## config.mk

```make
export PLATFORM = sky130hd
export DESIGN_NAME = sp_unit
export DESIGN_NICKNAME = d
export VERILOG_FILES = /design/src/rtl/sp_pkg.sv /design/src/rtl/sp_step_alu.sv /design/src/rtl/sp_unit.sv
export SDC_FILE = /design/constraint.sdc
export NUM_CORES = 1
export LEC_CHECK = 0
export CAP_MARGIN = 25
export CELL_PAD_IN_SITES_DETAIL_PLACEMENT = 0
export CELL_PAD_IN_SITES_GLOBAL_PLACEMENT = 1
export CORE_MARGIN = 1
export CORE_UTILIZATION = 41
export DETAILED_ROUTE_END_ITERATION = 10
export PLACE_DENSITY = 0.84
export SYNTH_ARGS = -nofsm -noshare
export SYNTH_HDL_FRONTEND = slang
export SYNTH_SLANG_ARGS = --single-unit
```

## constraint.sdc

```tcl
create_clock -name CLK -period 3.1 [get_ports CLK]
set_input_delay 0.62 -clock CLK [delete_from_list [all_inputs] [get_ports CLK]]
set_output_delay 0.62 -clock CLK [all_outputs]
set_load 0.03 [all_outputs]
```

## src/rtl/sp_pkg.sv

```systemverilog
// Shared definitions for the stack-pointer unit: state encoding, default
// parameters and the word-select width.
package sp_pkg;

    localparam int          SP_ADDR_W_DEF      = 32;
    localparam logic [31:0] SP_STACK_TOP_DEF   = 32'h0000_0FFF;
    localparam logic [31:0] SP_STACK_LIMIT_DEF = 32'h0000_0F00;
    localparam int          SP_ENTRY_WORDS_DEF = 2;

    localparam int WSEL_W = 2;

    localparam logic [1:0] SP_IDLE     = 2'd0;
    localparam logic [1:0] SP_PUSH_SEQ = 2'd1;
    localparam logic [1:0] SP_POP_SEQ  = 2'd2;

    typedef logic [WSEL_W-1:0] wsel_t;

    // Index of the final beat of an entry (N-1).
    function automatic wsel_t entry_last(input logic wide, input int entry_words);
        return wide ? wsel_t'(entry_words - 1) : '0;
    endfunction

endpackage

```

## src/rtl/sp_step_alu.sv

```systemverilog
// +/-1 stack-pointer step and acceptance-time bound comparisons. The
// comparisons use one extra bit so they never wrap.
module sp_step_alu
    import sp_pkg::*;
#(
    parameter int                ADDR_W      = SP_ADDR_W_DEF,
    parameter logic [ADDR_W-1:0] STACK_TOP   = ADDR_W'(SP_STACK_TOP_DEF),
    parameter logic [ADDR_W-1:0] STACK_LIMIT = ADDR_W'(SP_STACK_LIMIT_DEF)
) (
    input  logic [ADDR_W-1:0] sp,
    input  wsel_t             last,
    output logic [ADDR_W-1:0] sp_inc,
    output logic [ADDR_W-1:0] sp_dec,
    output logic              push_oob,
    output logic              pop_oob
);

    localparam logic [ADDR_W:0] TOP_X   = {1'b0, STACK_TOP};
    localparam logic [ADDR_W:0] LIMIT_X = {1'b0, STACK_LIMIT};

    logic [ADDR_W:0] sp_x;
    logic [ADDR_W:0] last_x;

    assign sp_x   = {1'b0, sp};
    assign last_x = (ADDR_W+1)'(last);

    assign sp_inc = sp + ADDR_W'(1);
    assign sp_dec = sp - ADDR_W'(1);

    // Push occupies SP down to SP-(N-1); pop reaches up to SP+N.
    assign push_oob = (sp_x < (LIMIT_X + last_x)) || (sp_x > TOP_X);
    assign pop_oob  = (sp_x + last_x + (ADDR_W+1)'(1)) > TOP_X;

endmodule

```

## src/rtl/sp_unit.sv

```systemverilog
// Stack-pointer unit: single/multi-word push and pop sequencing with a stall
// request. Optional stack bound checking is enabled by SP_BOUNDS_CHECK_EN.
module sp_unit
    import sp_pkg::*;
#(
    parameter int                ADDR_W      = SP_ADDR_W_DEF,
    parameter logic [ADDR_W-1:0] STACK_TOP   = ADDR_W'(SP_STACK_TOP_DEF),
    parameter logic [ADDR_W-1:0] STACK_LIMIT = ADDR_W'(SP_STACK_LIMIT_DEF),
    parameter int                ENTRY_WORDS = SP_ENTRY_WORDS_DEF
) (
    input  logic              CLK,
    input  logic              Reset,
    input  logic              Enable,
    input  logic              PushSignal,
    input  logic              PopSignal,
    input  logic              Wide,
    output logic [ADDR_W-1:0] SPtoBuffer,
    output logic [WSEL_W-1:0] WordSel,
    output logic              AccessValid,
    output logic              Busy,
    output logic              Overflow,
    output logic              Underflow,
    output logic [1:0]        dbg_state
);

    // Handshake: a request is taken in IDLE when Enable is high and exactly one
    // of PushSignal/PopSignal is set. While Busy is high the requester must hold
    // off; requests are ignored until the cycle after the beat with Busy low.

    logic [1:0]        state;
    logic [ADDR_W-1:0] sp;
    wsel_t             beat;
    wsel_t             last_q;

    logic [ADDR_W-1:0] sp_inc;
    logic [ADDR_W-1:0] sp_dec;
    logic              push_oob;
    logic              pop_oob;
    logic              req_one;
    logic              reject;
    logic              accept;
    wsel_t             req_last;

    logic              active;
    logic              is_push;
    wsel_t             cur_k;
    wsel_t             cur_last;

    assign req_one  = PushSignal ^ PopSignal;
    assign req_last = entry_last(Wide, ENTRY_WORDS);

    sp_step_alu #(
        .ADDR_W      (ADDR_W),
        .STACK_TOP   (STACK_TOP),
        .STACK_LIMIT (STACK_LIMIT)
    ) u_alu (
        .sp       (sp),
        .last     (req_last),
        .sp_inc   (sp_inc),
        .sp_dec   (sp_dec),
        .push_oob (push_oob),
        .pop_oob  (pop_oob)
    );

`ifdef SP_BOUNDS_CHECK_EN
    assign reject = PushSignal ? push_oob : pop_oob;
`else
    logic unused_bounds;
    assign unused_bounds = &{1'b0, push_oob, pop_oob};
    assign reject        = 1'b0;
`endif

    assign accept = !Reset && Enable && (state == SP_IDLE) && req_one && !reject;

    // Describe the beat on display: the new request in IDLE, otherwise the held
    // sequence beat (shown even while Enable is low).
    always_comb begin
        active   = 1'b0;
        is_push  = 1'b0;
        cur_k    = beat;
        cur_last = last_q;
        case (state)
            SP_IDLE: begin
                active   = accept;
                is_push  = PushSignal;
                cur_k    = '0;
                cur_last = req_last;
            end
            SP_PUSH_SEQ: begin
                active  = 1'b1;
                is_push = 1'b1;
            end
            SP_POP_SEQ: begin
                active  = 1'b1;
                is_push = 1'b0;
            end
            default: begin
                active = 1'b0;
            end
        endcase
    end

    assign SPtoBuffer  = (active && !is_push) ? sp_inc : sp;
    assign WordSel     = !active ? '0 : (is_push ? cur_k : (cur_last - cur_k));
    assign AccessValid = active && Enable && !Reset;
    assign Busy        = active && !Reset && (cur_k != cur_last);
    assign dbg_state   = state;

    always_ff @(posedge CLK or posedge Reset) begin
        if (Reset) begin
            state  <= SP_IDLE;
            sp     <= STACK_TOP;
            beat   <= '0;
            last_q <= '0;
        end else if (Enable) begin
            case (state)
                SP_IDLE: begin
                    if (accept) begin
                        sp <= is_push ? sp_dec : sp_inc;
                        if (req_last != '0) begin
                            state  <= is_push ? SP_PUSH_SEQ : SP_POP_SEQ;
                            beat   <= wsel_t'(1);
                            last_q <= req_last;
                        end
                    end
                end
                SP_PUSH_SEQ, SP_POP_SEQ: begin
                    sp <= is_push ? sp_dec : sp_inc;
                    if (beat == last_q) begin
                        state <= SP_IDLE;
                        beat  <= '0;
                    end else begin
                        beat <= beat + wsel_t'(1);
                    end
                end
                default: begin
                    state <= SP_IDLE;
                    beat  <= '0;
                end
            endcase
        end
    end

`ifdef SP_BOUNDS_CHECK_EN
    logic overflow_q;
    logic underflow_q;

    always_ff @(posedge CLK or posedge Reset) begin
        if (Reset) begin
            overflow_q  <= 1'b0;
            underflow_q <= 1'b0;
        end else if (Enable && (state == SP_IDLE) && req_one && reject) begin
            if (PushSignal) overflow_q  <= 1'b1;
            else            underflow_q <= 1'b1;
        end
    end

    assign Overflow  = overflow_q;
    assign Underflow = underflow_q;
`else
    assign Overflow  = 1'b0;
    assign Underflow = 1'b0;
`endif

endmodule

```

Yosys cells after proc, flatten, opt, wreduce, memory -nomap -nowiden. Cells that the tools add are included.

Add/sub/neg operators: 4. Equality and inequality tests: 7. Mux-type cells: 20. Bitwise gates (word level): 1. Reductions and logical operators: 18.

Operator list (count): 32-bit 2-to-1 mux (3); 32-bit case mux with 2 select lines (1); 32-bit by 1-bit adder with 32-bit output (second input constant) (1); 32-bit by 1-bit subtractor with 32-bit output (second input constant) (1); 2-bit 2-to-1 mux (11); 1-bit logical AND (8); 2-bit case mux with 2 select lines (2); 4-bit AND reduction (2); 3-bit AND reduction (2); 2-bit by 1-bit != test with 1-bit output (second input constant) (2); 1-bit case mux with 2 select lines (2); 2-bit nonzero test (2); 2-bit by 1-bit adder with 2-bit output (second input constant) (1); 2-bit by 1-bit == test with 1-bit output (second input constant) (1); 2-bit == test (1); 2-bit == test (second input constant) (1); 1-bit zero test (2); 2-bit zero test (1); 2-bit != test (1); 2-bit != test (second input constant) (1); 2-bit OR reduction (1); 2-bit subtractor (1); 1-bit 2-to-1 mux (1); 1-bit bitwise XOR (1).

Flip-flop bits (word level): 38. Input port bits: 6. Output and inout bits: 40. Word-level logic and storage cells: 54.

Depth between registers and ports, before layout.
Depth in word-level cells: 7. Gate-level depth with buffers: 10. Gate-level depth less buffers: 7.

By module. From an unflattened synthesis, not the netlist that was laid out.

Cells, all modules: 547. Area total of the unflattened synthesis: 4111.4 µm².

Modules (own cells, without submodules): sp_unit (instances 1, cells an instance 266, area an instance 2309.7 µm², seq. area each 940.9 µm²); sp_step_alu (instances 1, cells an instance 281, area an instance 1801.7 µm², seq. area each 0.0 µm²).

Least setup slack after synthesis. Ideal clock, no wire load.

Kind: register to output. Start: register state[1] (netlist: dbg_state[1]). End: output port SPtoBuffer[22]. Arrival time: 2.658 ns. Data required time: 2.480 ns. Slack: -0.178 ns. Cell stages (with the launch flop): 11. Path buffers: 3. Cell sequence: dfrtp_1 -> inv_1 -> ha_1 -> clkbuf_1 -> nor4bb_1 -> a21oi_1 -> nor2_1 -> buf_2 -> buf_2 -> nand3_1 -> xnor2_1.

Cells in the longest elaborated chain, start to end: 6. Elaborated cells between the ends (all ways): 11. Classes of those cells: eq/ne: 2; mux: 3; reduce/logical: 6.

RTL lines: start, declared (line sp_unit.sv:30) `logic [1:0] state;`; start signal, assigned (line sp_unit.sv:121) `state <= is_push ? SP_PUSH_SEQ : SP_POP_SEQ;`; 2-bit zero test (line sp_unit.sv:73, sp_unit.sv:82); 1-bit logical AND (2 in series) (line sp_unit.sv:73) `assign accept = !Reset && Enable && (state == SP_IDLE) && req_one && !reject;`; 1-bit case mux with 2 select lines (line sp_unit.sv:82) `case (state)`; 1-bit logical AND (*) (line sp_unit.sv:103) `assign SPtoBuffer = (active && !is_push) ? sp_inc : sp;`; 32-bit 2-to-1 mux (*) (line sp_unit.sv:103); end, declared (line sp_unit.sv:17) `output logic [ADDR_W-1:0] SPtoBuffer,`.

Every way passes the cells marked *; elsewhere a longest branch is shown, timed or not.

Worst setup path in the final report.
Start: register sp[11]. End: output port SPtoBuffer[29].

Cells in the longest elaborated chain, start to end: 2.

RTL lines: start, declared (line sp_unit.sv:31) `logic [ADDR_W-1:0] sp;`; start signal, assigned (line sp_unit.sv:119) `sp <= is_push ? sp_dec : sp_inc;`; start signal, assigned (line sp_unit.sv:128) `sp <= is_push ? sp_dec : sp_inc;`; 32-bit by 1-bit adder with 32-bit output (line sp_step_alu.sv:27) `assign sp_inc = sp + ADDR_W'(1);`; 32-bit 2-to-1 mux (line sp_unit.sv:103).

Every way passes these cells.

==> impl_summary.txt <==
----------------------------------------------------
[Run status]
  Run status ... finished with violations
  Violated checks ... setup timing

[Yosys]
  Main flop type after synthesis ... sky130_fd_sc_hd__dfrtp_1
  Synthesized area per cell ... 8.19 um^2
  Post-synthesis xor/xnor area fraction ... 18.6%
  Synth Area in Compound Gates ... 10.7%
  Mux cell area share after synthesis ... 0.965%
  Synthesized netlist cell count ... 380
  Adder-cell share of the synthesized area ... 2.41%
  Library cells used by synthesis ... 51
  Yosys warns ... 0
  Largest family of logic cells by synthesized area ... simple AND/OR/NAND/NOR gates
  Fraction of registers with async set or reset after synthesis ... 100%
  Yosys reg bits ... 37
  Post-Synth Simple-Gate Area ... 30.4%
  Netlist area before placement ... 3110 um^2
  Post-synth EDFFs ... 0
  Portion of the post-synthesis area used by sequential elements ... 30.2%

[Cells and area]
  Nets ... 456
  Synth-to-layout area growth ... 35.1%
  Most common cell after layout, fill and taps aside ... sky130_fd_sc_hd__buf_4
  Fraction of layout cells with a size suffix above 1 ... 34.8%
  Number of inserted diodes ... 0
  Total of fill cells in the finished design ... 718
  Highest-count cells in the layout ignoring fill and taps ... sky130_fd_sc_hd__buf_4 (75), sky130_fd_sc_hd__xnor2_1 (37), sky130_fd_sc_hd__nand2_1 (33), sky130_fd_sc_hd__nor2_1 (27), sky130_fd_sc_hd__dfrtp_1 (23)

[Worst setup path]
  Worst endpoint data arrival time ... 2500 ps
  Crit Path Category ... reg2out
  Series of cell instances along the critical path ... nand4_1, or4_4, buf_6, nand4bb_4, nor2_2, xor2_1, buf_4
  Type of destination of the critical path ... output port
  Largest driver fanout on the critical path ... 6
  Slowest cell delay on critical path ... 590 ps
  Critical path data required time ... 2480 ps
  Sort of element at the start of the critical path ... flip-flop
  Slowest cell on crit path ... sky130_fd_sc_hd__dfstp_2
  Reg2reg path depth ... 6

[Timing]
  Headroom to the max-slew limit ... 54.3%
  Final-report max-slew violation count ... 0
  Share of the clock period used by the worst path after layout ... 101%
  Count of final hold-check violations ... 0
  Shortest clock period the worst path allows after layout ... 3120 ps
  Slew at the pin with the worst max-slew slack ... 679 ps
  Final worst-path setup slack ... -16.0 ps
  Setup repair after global routing missed its margin ... true
  Final number of setup-violating endpoints ... 1
  Skew final ... 9.44 ps
  Worst hold margin ... 396 ps
  Max Clock Freq ... 321 MHz

[Routing]
  First-pass DRT Iterations ... 4
  Avg WL per Cell ... 16.2 um
  Total detailed-routing wirelength ... 8800 um
  Via density ... 5.57
  DR vias ... 3029
  Detail Route Antenna Nets ... 0
  Number of remaining DRC errors ... 0
  First-iteration detailed-routing DRC count ... 185

[GRT]
  Maximum number of pins on one net before global-route repair ... 24
  Wire length of the first global-routing pass ... 14200 um
  GRT Resource Usage Total ... 23.4%
  Number of global-route vias before repair ... 2897
  Number of antenna violations at the first check in global routing ... 0
  Total congestion overflow after global routing ... 0

[Die]
  Die height ... 89.1 um
  Width of the die ... 89.1 um
  Site row count ... 31
  Core area ... 7290 um^2
  Effective utilization at floorplan ... 42.7%
  Die ar. ... 7950 um^2
  # IOs ... 46

[Clock network]
  H-tree Lvls ... 2
  Hold buffers post-CTS ... 0
  Root cell of the clock tree ... sky130_fd_sc_hd__clkbuf_8
  Clk pin slew, worst setup/hold paths ... 80 ps
  Number of clock buffers inserted by TritonCTS ... 5
  Clock Tree Buf Depth ... 2
  Number of sinks on the clock net ... 37
  TritonCTS clock tree ... done
  Insertion delay of the later-clocked pin in the worst-skew pair ... 300 ps

[Power and ir drop]
  IR drop worst, VDD ... 0.490 mV
  Leak Pwr ... 1.80 nW
  Areal power density over the cells ... 995 nW/um^2

[Worst hold path]
  Min-delay worst type ... in2async

[Placed design]
  Post-DP HPWL ... 6320 um
  IO Port Bufs ... 43
  Dpl ws ... -65.6 ps
  GP Congestion ... 0.860

[Run]
  Number of violations of the max-capacitance limit ... 0

----------------------------------------------------
[repair_timing]
| action | CTS | global route |
|---|---|---|
| pin swaps | 5 | 17 |
| gates resized for setup | 14 | 29 |
| endpoints found under the setup margin | 22 | 32 |
| buffers inserted | 5 | 2 |
[area by class of cell]
class / count / area (um^2) / share of cell area (%)
clock inverters: 1 / 5.00 / 0.119
inverters: 11 / 41.3 / 0.982
well taps: 99 / 124 / 2.95
flip-flops and latches: 37 / 943 / 22.4
multi-input cells: 298 / 2240 / 53.2
clock buffers: 7 / 96.3 / 2.29
repair buffers: 91 / 757 / 18.0
[synth_stat cells (all sizes together), types with 14 or more instances]
cell type,number,area share (%)
xnor2,49,14
nand2,34,4.1
nor2,31,3.7
nor3,26,4.7
dfrtp,25,20
clkbuf,19,2.3
xor2,17,4.8
buf,16,2.9
nor4,16,3.9
nand3,15,2.4
o21ai,15,2.4
nand4,14,2.8
[cells by family (layout without fill, tap and decap cells)]
| kind of cell | count (synthesis) | in the layout |
|---|---|---|
| and+or+nand+nor | 173 | 173 |
| xor gates and xnor gates | 66 | 66 |
| AOI/OAI and AO/OA | 48 | 48 |
| buffers and inverters | 46 | 110 |
| DFF | 37 | 37 |
| adders and majority gates | 6 | 6 |
| muxes | 3 | 3 |
| other | 1 | 2 |
[final timing paths]
| kind | from | endpoint | slack [ps] |
|---|---|---|---|
| worst max-delay path | sp[11] | SPtoBuffer[29] | -20 |
| worst min-delay path | Reset | last_q[0] | 400 |
| worst max register to register | sp[13] | sp[31] | 680 |
| worst min register to register | sp[31] | sp[31] | 500 |
| max in group asynchronous | Reset | sp[6] | 2130 |
| min in group CLK | sp[31] | sp[31] | 500 |
[metrics by stage]
stage               utilization, %  cell area, um^2  std cells  setup TNS (ps)  power (W)
floorplan                        -             3200        381           -23.9    0.00277
global placement              52.5             3820        529            -719    0.00363
detailed placement            52.5             3820        529            -561    0.00366
CTS                           55.4             4040        542           -42.6    0.00409
global route                  57.7             4210        544            -618    0.00446
finish                        57.7             4210        544           -16.0    0.00418
[critical path: cells and delay by family (launching register included)]
kind	cells	cell delay (ps)
and+or+nand+nor	4	1070
DFF	1	590
buffers and inverters	2	370
xor gates and xnor gates	1	180
[where the power goes]
group / total, W / switching, W / internal, W
registers: 0.00103 / 0.000300 / 0.000729
logic: 0.00277 / 0.00162 / 0.00115
clock network: 0.000384 / 0.000183 / 0.000201
[flip-flops by register name, summed over array words and instances, names as in the netlist]
| name | cells |
|---|---|
| sp | 32 |
| last_q | 1 |
| dbg_state | 2 |
| beat | 2 |
[layer usage]
metal / wire (um) / GRT usage [%] / vias up
li1: - / - / 1458
met1: 3970 / 33.2 / 1454
met2: 4200 / 36.2 / 100
met3: 486 / 3.88 / 17
met4: 153 / 7.65 / 0
met5: 0 / 0 / -
No activity file was read; power rests on OpenSTA's default activity.
